--- src/rtl/rng_pkg.sv ---
// Shared constants and types for the range-limited LFSR random number block.
package rng_pkg;

   // Maximal-length 16-bit polynomial x^16 + x^14 + x^13 + x^11 + 1.
   localparam logic [15:0] DEFAULT_TAPS = 16'hB400;

   // Reset seed, also substituted whenever an all-zero seed is loaded.
   localparam logic [15:0] DEFAULT_SEED = 16'hACE1;

   // Request sequencer states.
   typedef enum logic [1:0] {
      ST_IDLE = 2'd0,
      ST_DRAW = 2'd1,
      ST_RESP = 2'd2
   } rng_state_e;

endpackage : rng_pkg

--- src/rtl/lfsr_core.sv ---
// Fibonacci-style LFSR stepper: shift left, feedback is the parity of the
// tapped bits.  A load always wins over a step, and an all-zero load value is
// replaced by SEED so the register can never lock up at zero.
module lfsr_core
   import rng_pkg::*;
#(
   parameter int               WIDTH = 16,
   parameter logic [WIDTH-1:0] TAPS  = WIDTH'(DEFAULT_TAPS),
   parameter logic [WIDTH-1:0] SEED  = WIDTH'(DEFAULT_SEED)
) (
   input  logic             clk,
   input  logic             rst,
   input  logic             step,
   input  logic             load,
   input  logic [WIDTH-1:0] load_val,
   output logic [WIDTH-1:0] state
);

   logic [WIDTH-1:0] r_state;
   logic [WIDTH-1:0] w_next;
   logic             w_feedback;

   assign w_feedback = ^(r_state & TAPS);
   assign w_next     = {r_state[WIDTH-2:0], w_feedback};

   // LFSR register: reset to SEED, then load (zero-safe) over step.
   always_ff @(posedge clk) begin
      if (rst) begin
         r_state <= SEED;
      end else if (load) begin
         r_state <= (load_val == '0) ? SEED : load_val;
      end else if (step) begin
         r_state <= w_next;
      end
   end

   assign state = r_state;

endmodule : lfsr_core

--- src/rtl/lfsr_rng_range.sv ---
// Range-limited random number source.  A request carries an exclusive upper
// bound; the low OUT_W bits of the LFSR are offered as candidates, one per
// cycle, and rejected while they are out of range.  After MAX_TRIES
// rejections the block gives up and returns 0 flagged as a fallback result.
//
//   state   | meaning
//   --------+---------------------------------------------------------------
//   IDLE    | ready for a request; LFSR free-runs when enable=1
//   DRAW    | one candidate tested per cycle, LFSR steps every cycle
//   RESP    | result held on rsp_* until the consumer takes it
module lfsr_rng_range
   import rng_pkg::*;
#(
   parameter int               WIDTH     = 16,
   parameter logic [WIDTH-1:0] TAPS      = WIDTH'(DEFAULT_TAPS),
   parameter logic [WIDTH-1:0] SEED      = WIDTH'(DEFAULT_SEED),
   parameter int               OUT_W     = 4,
   parameter int               MAX_TRIES = 8
) (
   input  logic             clk,
   input  logic             rst,
   input  logic             enable,
   input  logic             seed_load,
   input  logic [WIDTH-1:0] seed_in,
   input  logic             req_valid,
   output logic             req_ready,
   input  logic [OUT_W-1:0] req_lim,
   output logic             rsp_valid,
   input  logic             rsp_ready,
   output logic [OUT_W-1:0] rsp_data,
   output logic             rsp_fallback,
   output logic [WIDTH-1:0] lfsr_state
);

   localparam int TRY_W = $clog2(MAX_TRIES + 1);

   // Parameter sanity: these configurations cannot produce a working block.
   if (OUT_W > WIDTH) begin : g_bad_out_w
      $error("lfsr_rng_range: OUT_W (%0d) exceeds WIDTH (%0d)", OUT_W, WIDTH);
   end
   if (MAX_TRIES < 1) begin : g_bad_tries
      $error("lfsr_rng_range: MAX_TRIES must be at least 1");
   end
   if (SEED == '0) begin : g_bad_seed
      $error("lfsr_rng_range: SEED must be nonzero");
   end

   rng_state_e       r_state;
   rng_state_e       w_next_state;

   logic [OUT_W-1:0] r_lim;
   logic [TRY_W-1:0] r_tries;
   logic [OUT_W-1:0] r_rsp_data;
   logic             r_rsp_fallback;

   logic [WIDTH-1:0] w_lfsr;
   logic [OUT_W-1:0] w_cand;
   logic             w_cand_ok;
   logic             w_last_try;

   logic             w_step;
   logic             w_capture;
   logic             w_tries_clr;
   logic             w_tries_inc;
   logic             w_latch_acc;
   logic             w_latch_fb;
   logic             w_latch_zero;

   lfsr_core #(
      .WIDTH (WIDTH),
      .TAPS  (TAPS),
      .SEED  (SEED)
   ) u_lfsr_core (
      .clk      (clk),
      .rst      (rst),
      .step     (w_step),
      .load     (seed_load),
      .load_val (seed_in),
      .state    (w_lfsr)
   );

   assign w_cand     = w_lfsr[OUT_W-1:0];
   assign w_cand_ok  = (w_cand < r_lim);
   // The current rejection is the MAX_TRIES-th one when MAX_TRIES-1 have
   // already been counted.
   assign w_last_try = (r_tries == TRY_W'(MAX_TRIES - 1));

   // State register.
   always_ff @(posedge clk) begin
      if (rst) begin
         r_state <= ST_IDLE;
      end else begin
         r_state <= w_next_state;
      end
   end

   // Next-state and datapath control decode.
   always_comb begin
      w_next_state = r_state;
      w_step       = enable;
      w_capture    = 1'b0;
      w_tries_clr  = 1'b0;
      w_tries_inc  = 1'b0;
      w_latch_acc  = 1'b0;
      w_latch_fb   = 1'b0;
      w_latch_zero = 1'b0;
      case (r_state)
         ST_IDLE: begin
            if (req_valid) begin
               w_capture    = 1'b1;
               w_tries_clr  = 1'b1;
               w_next_state = ST_DRAW;
            end
         end
         ST_DRAW: begin
            if (r_lim == '0) begin
               // Empty range: nothing to draw, so the LFSR is left untouched.
               w_step       = 1'b0;
               w_latch_zero = 1'b1;
               w_next_state = ST_RESP;
            end else begin
               w_step = 1'b1;
               if (w_cand_ok) begin
                  w_latch_acc  = 1'b1;
                  w_next_state = ST_RESP;
               end else begin
                  w_tries_inc = 1'b1;
                  if (w_last_try) begin
                     w_latch_fb   = 1'b1;
                     w_next_state = ST_RESP;
                  end
               end
            end
         end
         ST_RESP: begin
            if (rsp_ready) begin
               w_next_state = ST_IDLE;
            end
         end
         default: begin
            w_next_state = ST_IDLE;
         end
      endcase
   end

   // Limit capture, try counter and result registers.
   always_ff @(posedge clk) begin
      if (rst) begin
         r_lim          <= '0;
         r_tries        <= '0;
         r_rsp_data     <= '0;
         r_rsp_fallback <= 1'b0;
      end else begin
         if (w_capture) begin
            r_lim <= req_lim;
         end
         if (w_tries_clr) begin
            r_tries <= '0;
         end else if (w_tries_inc) begin
            r_tries <= r_tries + TRY_W'(1);
         end
         if (w_latch_acc) begin
            r_rsp_data     <= w_cand;
            r_rsp_fallback <= 1'b0;
         end else if (w_latch_fb || w_latch_zero) begin
            r_rsp_data     <= '0;
            r_rsp_fallback <= w_latch_fb;
         end
      end
   end

   assign req_ready    = (r_state == ST_IDLE);
   assign rsp_valid    = (r_state == ST_RESP);
   assign rsp_data     = r_rsp_data;
   assign rsp_fallback = r_rsp_fallback;
   assign lfsr_state   = w_lfsr;

endmodule : lfsr_rng_range

--- config.mk ---
export PLATFORM = sky130hd
export DESIGN_NAME = lfsr_rng_range
export DESIGN_NICKNAME = d
export VERILOG_FILES = /design/src/rtl/rng_pkg.sv /design/src/rtl/lfsr_core.sv /design/src/rtl/lfsr_rng_range.sv
export SDC_FILE = /design/constraint.sdc
export NUM_CORES = 1
export LEC_CHECK = 0
export ABC_CLOCK_PERIOD_IN_PS = 3200
export BUFFER_PORTS_ARGS = -buffer_cell sky130_fd_sc_hd__buf_4
export CORE_MARGIN = 2
export CORE_UTILIZATION = 50
export CTS_BUF_LIST = sky130_fd_sc_hd__clkbuf_8
export DETAILED_ROUTE_END_ITERATION = 12
export GPL_TIMING_DRIVEN = 0
export PLACE_DENSITY = 0.74
export RECOVER_POWER = 100
export SETUP_SLACK_MARGIN = 0.4
export SLEW_MARGIN = 40
export SYNTH_ARGS = -nofsm -noshare
export SYNTH_HDL_FRONTEND = slang
export SYNTH_SLANG_ARGS = --single-unit
--- constraint.sdc ---
create_clock -name clk -period 3.2 [get_ports clk]
set_input_delay 0.64 -clock clk [delete_from_list [all_inputs] [get_ports clk]]
set_output_delay 0.64 -clock clk [all_outputs]
set_load 0.02 [all_outputs]
# Yosys cells after proc, flatten, opt, wreduce, memory -nomap -nowiden
# Cells that the tools add are included.
word_totals:
  reg_bits: 31
  input_bits: 26
  out_inout_bits: 23
  wordCells: 51
classes:
  add_sub_neg: 1
  magnitude_cmp: 1
  eq_ne: 6
  n_mux: 27
  n_reduce_logical: 10
ops:
  columns: ["cell", "n"]
  rows:
  - ["$mux 16", 3]
  - ["$logic_not 16->1", 1]
  - ["$mux 1", 16]
  - ["$reduce_xor 16->1", 1]
  - ["$mux 2", 5]
  - ["$mux 4", 2]
  - ["$pmux 2 s3", 1]
  - ["$add 4x1->4 const B", 1]
  - ["$eq 4x3->1 const B", 1]
  - ["$logic_not 4->1", 1]
  - ["$lt 4x4->1", 1]
  - ["$ne 4x4->1 const B", 1]
  - ["$reduce_bool 2->1", 2]
  - ["$reduce_or 2->1", 2]
  - ["$reduce_and 3->1", 1]
  - ["$eq 2x1->1 const B", 1]
  - ["$eq 2x2->1 const B", 1]
  - ["$logic_not 2->1", 1]
  - ["$ne 2x1->1 const B", 1]
  - ["$ne 2x2->1 const B", 1]
  - ["$logic_or 1x1->1", 1]

# Logic depth before layout (Yosys ltp)
logic_depth:
  ltp_word: 8
  ltp_mapped: 6
  mapped_depth_nobuf: 6

# By module
# Synthesis repeated with hierarchy kept, for this count alone.
hier_totals:
  cells_unflattened: 168
  hier_area_um2: 1566.5
modules_own_cells:
  columns: ["mod", "instances", "cells_each", "area_per_inst_um2", "seq_area_each_um2"]
  rows:
  - ["lfsr_core", 1, 87, 809.5, 320.3]
  - ["lfsr_rng_range", 1, 81, 757.0, 300.3]

# Least setup slack after synthesis
# No wires, ideal clock.
synth_path:
  path_kind: "in2reg"
  start: "in seed_load"
  end: "reg u_lfsr_core.r_state[0] (netlist: u_lfsr_core.state[0])"
  setup_time_ns: 0.125
  arrival_ns: 1.512
  required_ns: 3.075
  setup_slack_ns: 1.564
  path_stages: 5
  n_path_buf: 1
  path_cell_list: "buf_2 inv_2 a41oi_1 a22o_1 o21ai_1"
synth_via:
  elab_chain_len: 1
  word_cells_on_any_way: 2
  cone_classes: "mux (1); reduce/logical (1)"
synth_lines:
  columns: ["item", "line_no", "source"]
  rows:
  - ["from (decl)", "lfsr_rng_range.sv:23", "input logic seed_load,"]
  - ["$mux 16 or $reduce_bool 2->1 (tied branches)", null, null]
  - ["to (signal assigned)", "lfsr_core.sv:31", "r_state <= (load_val == '0) ? SEED : load_val;"]
  - ["to (signal assigned)", "lfsr_core.sv:33", "r_state <= w_next;"]
  - ["to (decl)", "lfsr_core.sv:19", "logic [WIDTH-1:0] r_state;"]
# Several ways; a longest one is shown, not always the timed one.
# A chain may end at the register's enable or synchronous reset.

# Worst setup path in the final report
layout_path:
  start: "reg r_state[1]"
  end: "reg u_lfsr_core.r_state[1] (netlist: u_lfsr_core.state[1])"
layout_via:
  elab_chain_len: 3
layout_lines:
  columns: ["item", "line_no", "source"]
  rows:
  - ["from (decl)", "lfsr_rng_range.sv:48", "rng_state_e r_state;"]
  - ["from (signal assigned)", "lfsr_rng_range.sv:93", "r_state <= w_next_state;"]
  - ["$eq 2x1->1", "lfsr_rng_range.sv:107", "case (r_state)"]
  - ["$mux 1", "lfsr_rng_range.sv:107", null]
  - ["$reduce_bool 2->1 (no source line)", null, null]
# Every way passes these cells.

==> results.md <==
- Final Cycle Share: ~57%
- Total GRT Usage: about a quarter
- Worst EP required: between 3000 and 4000 ps
- Post-layout nets: 268
- Clock root buffer: clkbuf_8
- Vias in the first global route: 1539
- Peak Freq: ~540 MHz
- Maximum VDD drop: 0.0003447 V
- Initial antenna violation count: 0
- Sequential-to-total area share from yosys stat: a little under 40%
- Largest net degree at the start of global routing: 11
- DRC errors left: 0
- Via count: 1635
- Maxcap violations: 0
- CTS Hold Buffers Added: 0
- Worst-margin pin slew: between 700 and 800 ps
- Antenna Nets Post-Route: 0
- Post-DP HPWL: 3.223 mm
- Later-pin clock latency in the skew report: between 200 and 300 ps
- Syn nets: between 200 and 250
- Clk pwr share: between 30% and 40%
- Final worst path period need: ~1800 ps
- Post-CTS Setup Repair Bufs: 0
- Critical Path End Type: flip-flop
- Reg clk slew, reported paths: 60 ps
- GR Overflow Total: 0
- Total net switching power: 0.3189 mW
- Post-DR wirelength/cell: about 15 um
- Sequential power share: between 40% and 50%
- Non-Filler Instances: 283
- Crit path kind: flip-flop to flip-flop
- Cell Int Power: around 0.7 mW
- RSZ-0062 raised after global routing: false
- Run status: completed
- CTS tree: built
- Synthesized instance count: about 190
- CTS H-tree lvls: 2
- Ys async rst share: 0%
- Layout area overhead: 25.92%
- CORE AREA: roughly 3100 um^2
- First-pass GRT wire length: ~7.0 mm
- Layout cells sized above 1: between 15 and 20%
- Skew final: ~5.2 ps
- Post-CTS sizing: 0
- Post-synth EDFFs: 0
- Most common cell after layout, fill and taps aside: dfxtp_1
- Setup violations, final: 0
- Post-synth top flop: dfxtp_1
- Mapped Avg Cell Area: about 8.6 um^2
- Final TNS setup: 0 ps
- Number of distinct library cells after synthesis: 45
- # IOs: between 40 and 50
- Seq cells post-synth: 31
- Crit path arrival time: around 2000 ps
- Gpl congestion: a little over 0.8
- DP Area: around 2000 um^2
- Via-per-instance ratio: roughly 5.8
- PwrDens: a little over 500 nW/um^2
- Synth top area cells: dfxtp_1 39%, mux2i_1 6.3%, a31oi_1 3.9%
- Switching fraction of total power: a little under a third
- Rows: 20
- Clock buffer depth: 2
- Combinational Power Share: around a quarter
- Drt total wl: between 4 and 5 mm
- Worst-path maximum fanout: 10
- Type of the most critical hold path: flip-flop to flip-flop
- Endpoints failing hold: 0
- Max-slew violations: 0
- Startpoint types: flip-flop
- First-pass iteration count of the detailed router: 4
- CTS Sinks: 31
- CTS Buf Count: 5
- Static leakage: 0.8021 nW
- Inserted Diodes: 0
- Die footprint: between 3000 and 4000 um^2
- Die height: a little over 60 um
- Slew HR: 51.60%
- Initial Util: roughly 52%
- Die width: approximately 60 um
- Layout Utilization: 65.70%
- Synth top area share: between 30% and 40%
- Commonest cells after routing, fill and taps aside: 31 x dfxtp_1, 29 x clkbuf_1, 23 x buf_4, 16 x nor2_1, 11 x nor3_1
- Final instance area: approximately 2000 um^2
- Post-Place Cells: 275
- PortBufs: between 40 and 50
- Synth area leader: dfxtp_1
- Starting DRT DRC Count: 76
- YS warnings: 0
- Mapped Area: around 1600 um^2
## worst max-delay path, stage by stage, from the launching register on
cell and delay (ps):
dfxtp_1 340, nand2b_1 240, nor2_1 300, clkbuf_1 460
nor3_1 130, a211oi_1 270
## sequential cells by signal, indices dropped and copies added (netlist names)
register and count:
r_tries 4, rsp_data 4, rsp_fallback 1, r_state 2, u_lfsr_core.state 16, r_lim 4
## cell usage after synthesis (2+ instances only)
cell	n
mux2i_1	10
o2bb2ai_1	2
nand2b_1	10
nor4_1	5
dfxtp_1	31
nand4_1	2
buf_2	3
nor2b_1	8
nor2_1	16
a21oi_1	6
o22ai_1	4
o31ai_1	7
clkbuf_1	5
ha_1	4
a211oi_1	7
or3_1	2
nor3_1	11
xor2_1	2
inv_1	8
nand2_1	3
a31oi_1	10
nor3b_1	2
o21ai_1	5
## worst paths after layout
kind / start / end / slack (ps) / cells after the start
setup / recovery: r_state[1]$_SDFFE_PP0P_ / u_lfsr_core.state[1]$_SDFFE_PP0P_ / 1360 / 5
hold / removal: r_tries[3]$_SDFFE_PP0P_ / r_tries[3]$_SDFFE_PP0P_ / 470 / 2
setup reg to reg: r_state[1]$_SDFFE_PP0P_ / u_lfsr_core.state[1]$_SDFFE_PP0P_ / 1360 / 5
hold reg to reg: r_tries[3]$_SDFFE_PP0P_ / r_tries[3]$_SDFFE_PP0P_ / 470 / 2
## cell families (layout without fill, tap and decap cells)
family	count (synthesis)	in the layout	share of synthesized area [%]
AND/OR/NAND/NOR	68	68	23.80
XOR/XNOR	3	3	1.650
buffers and inverters	19	73	4.949
AO/OA/AOI/OAI	50	50	21.21
flip-flops	31	31	38.96
multiplexers	10	10	6.285
adder cells (fa/ha/maj)	4	4	3.142
## layout make-up
cell class	instances	area, um^2
fill	288	1047
timing repair buffer	46	259.0
multi-input combinational	135	893.4
buffer	10	43.79
sequential	31	620.6
clock buffer	7	96.34
tap	44	55.05
clock inverter	1	3.754
inverter	9	33.78
## routing by layer
| layer | GRT usage (%) | share of wire [%] | up-vias |
|---|---|---|---|
| li1 | - | - | 790 |
| met1 | 31.06 | 42 | 762 |
| met2 | 44.88 | 50 | 77 |
| met3 | 5.757 | 6.6 | 6 |
| met4 | 7.143 | 0.93 | 0 |
| met5 | 0 | 0 | - |
## power groups by stage
stage	clock, mW	combinational [mW]	sequential [mW]
finish	0.330	0.245	0.448
CTS	0.337	0.265	0.448
global placement	0	0.257	0.454
global route	0.353	0.268	0.452
floorplan	0	0.140	0.476
detailed placement	0	0.264	0.456
## per-stage QoR
step / worst slack (ps) / power (mW) / hold slack [ps]
floorplan: 1564 / 0.6152 / 439.1
global placement: 1127 / 0.7110 / 459.1
detailed placement: 1132 / 0.7203 / 457.0
CTS: 1403 / 1.051 / 473.7
global route: 1190 / 1.073 / 506.3
finish: 1364 / 1.023 / 473.1
(Power assumes the default switching activity.)
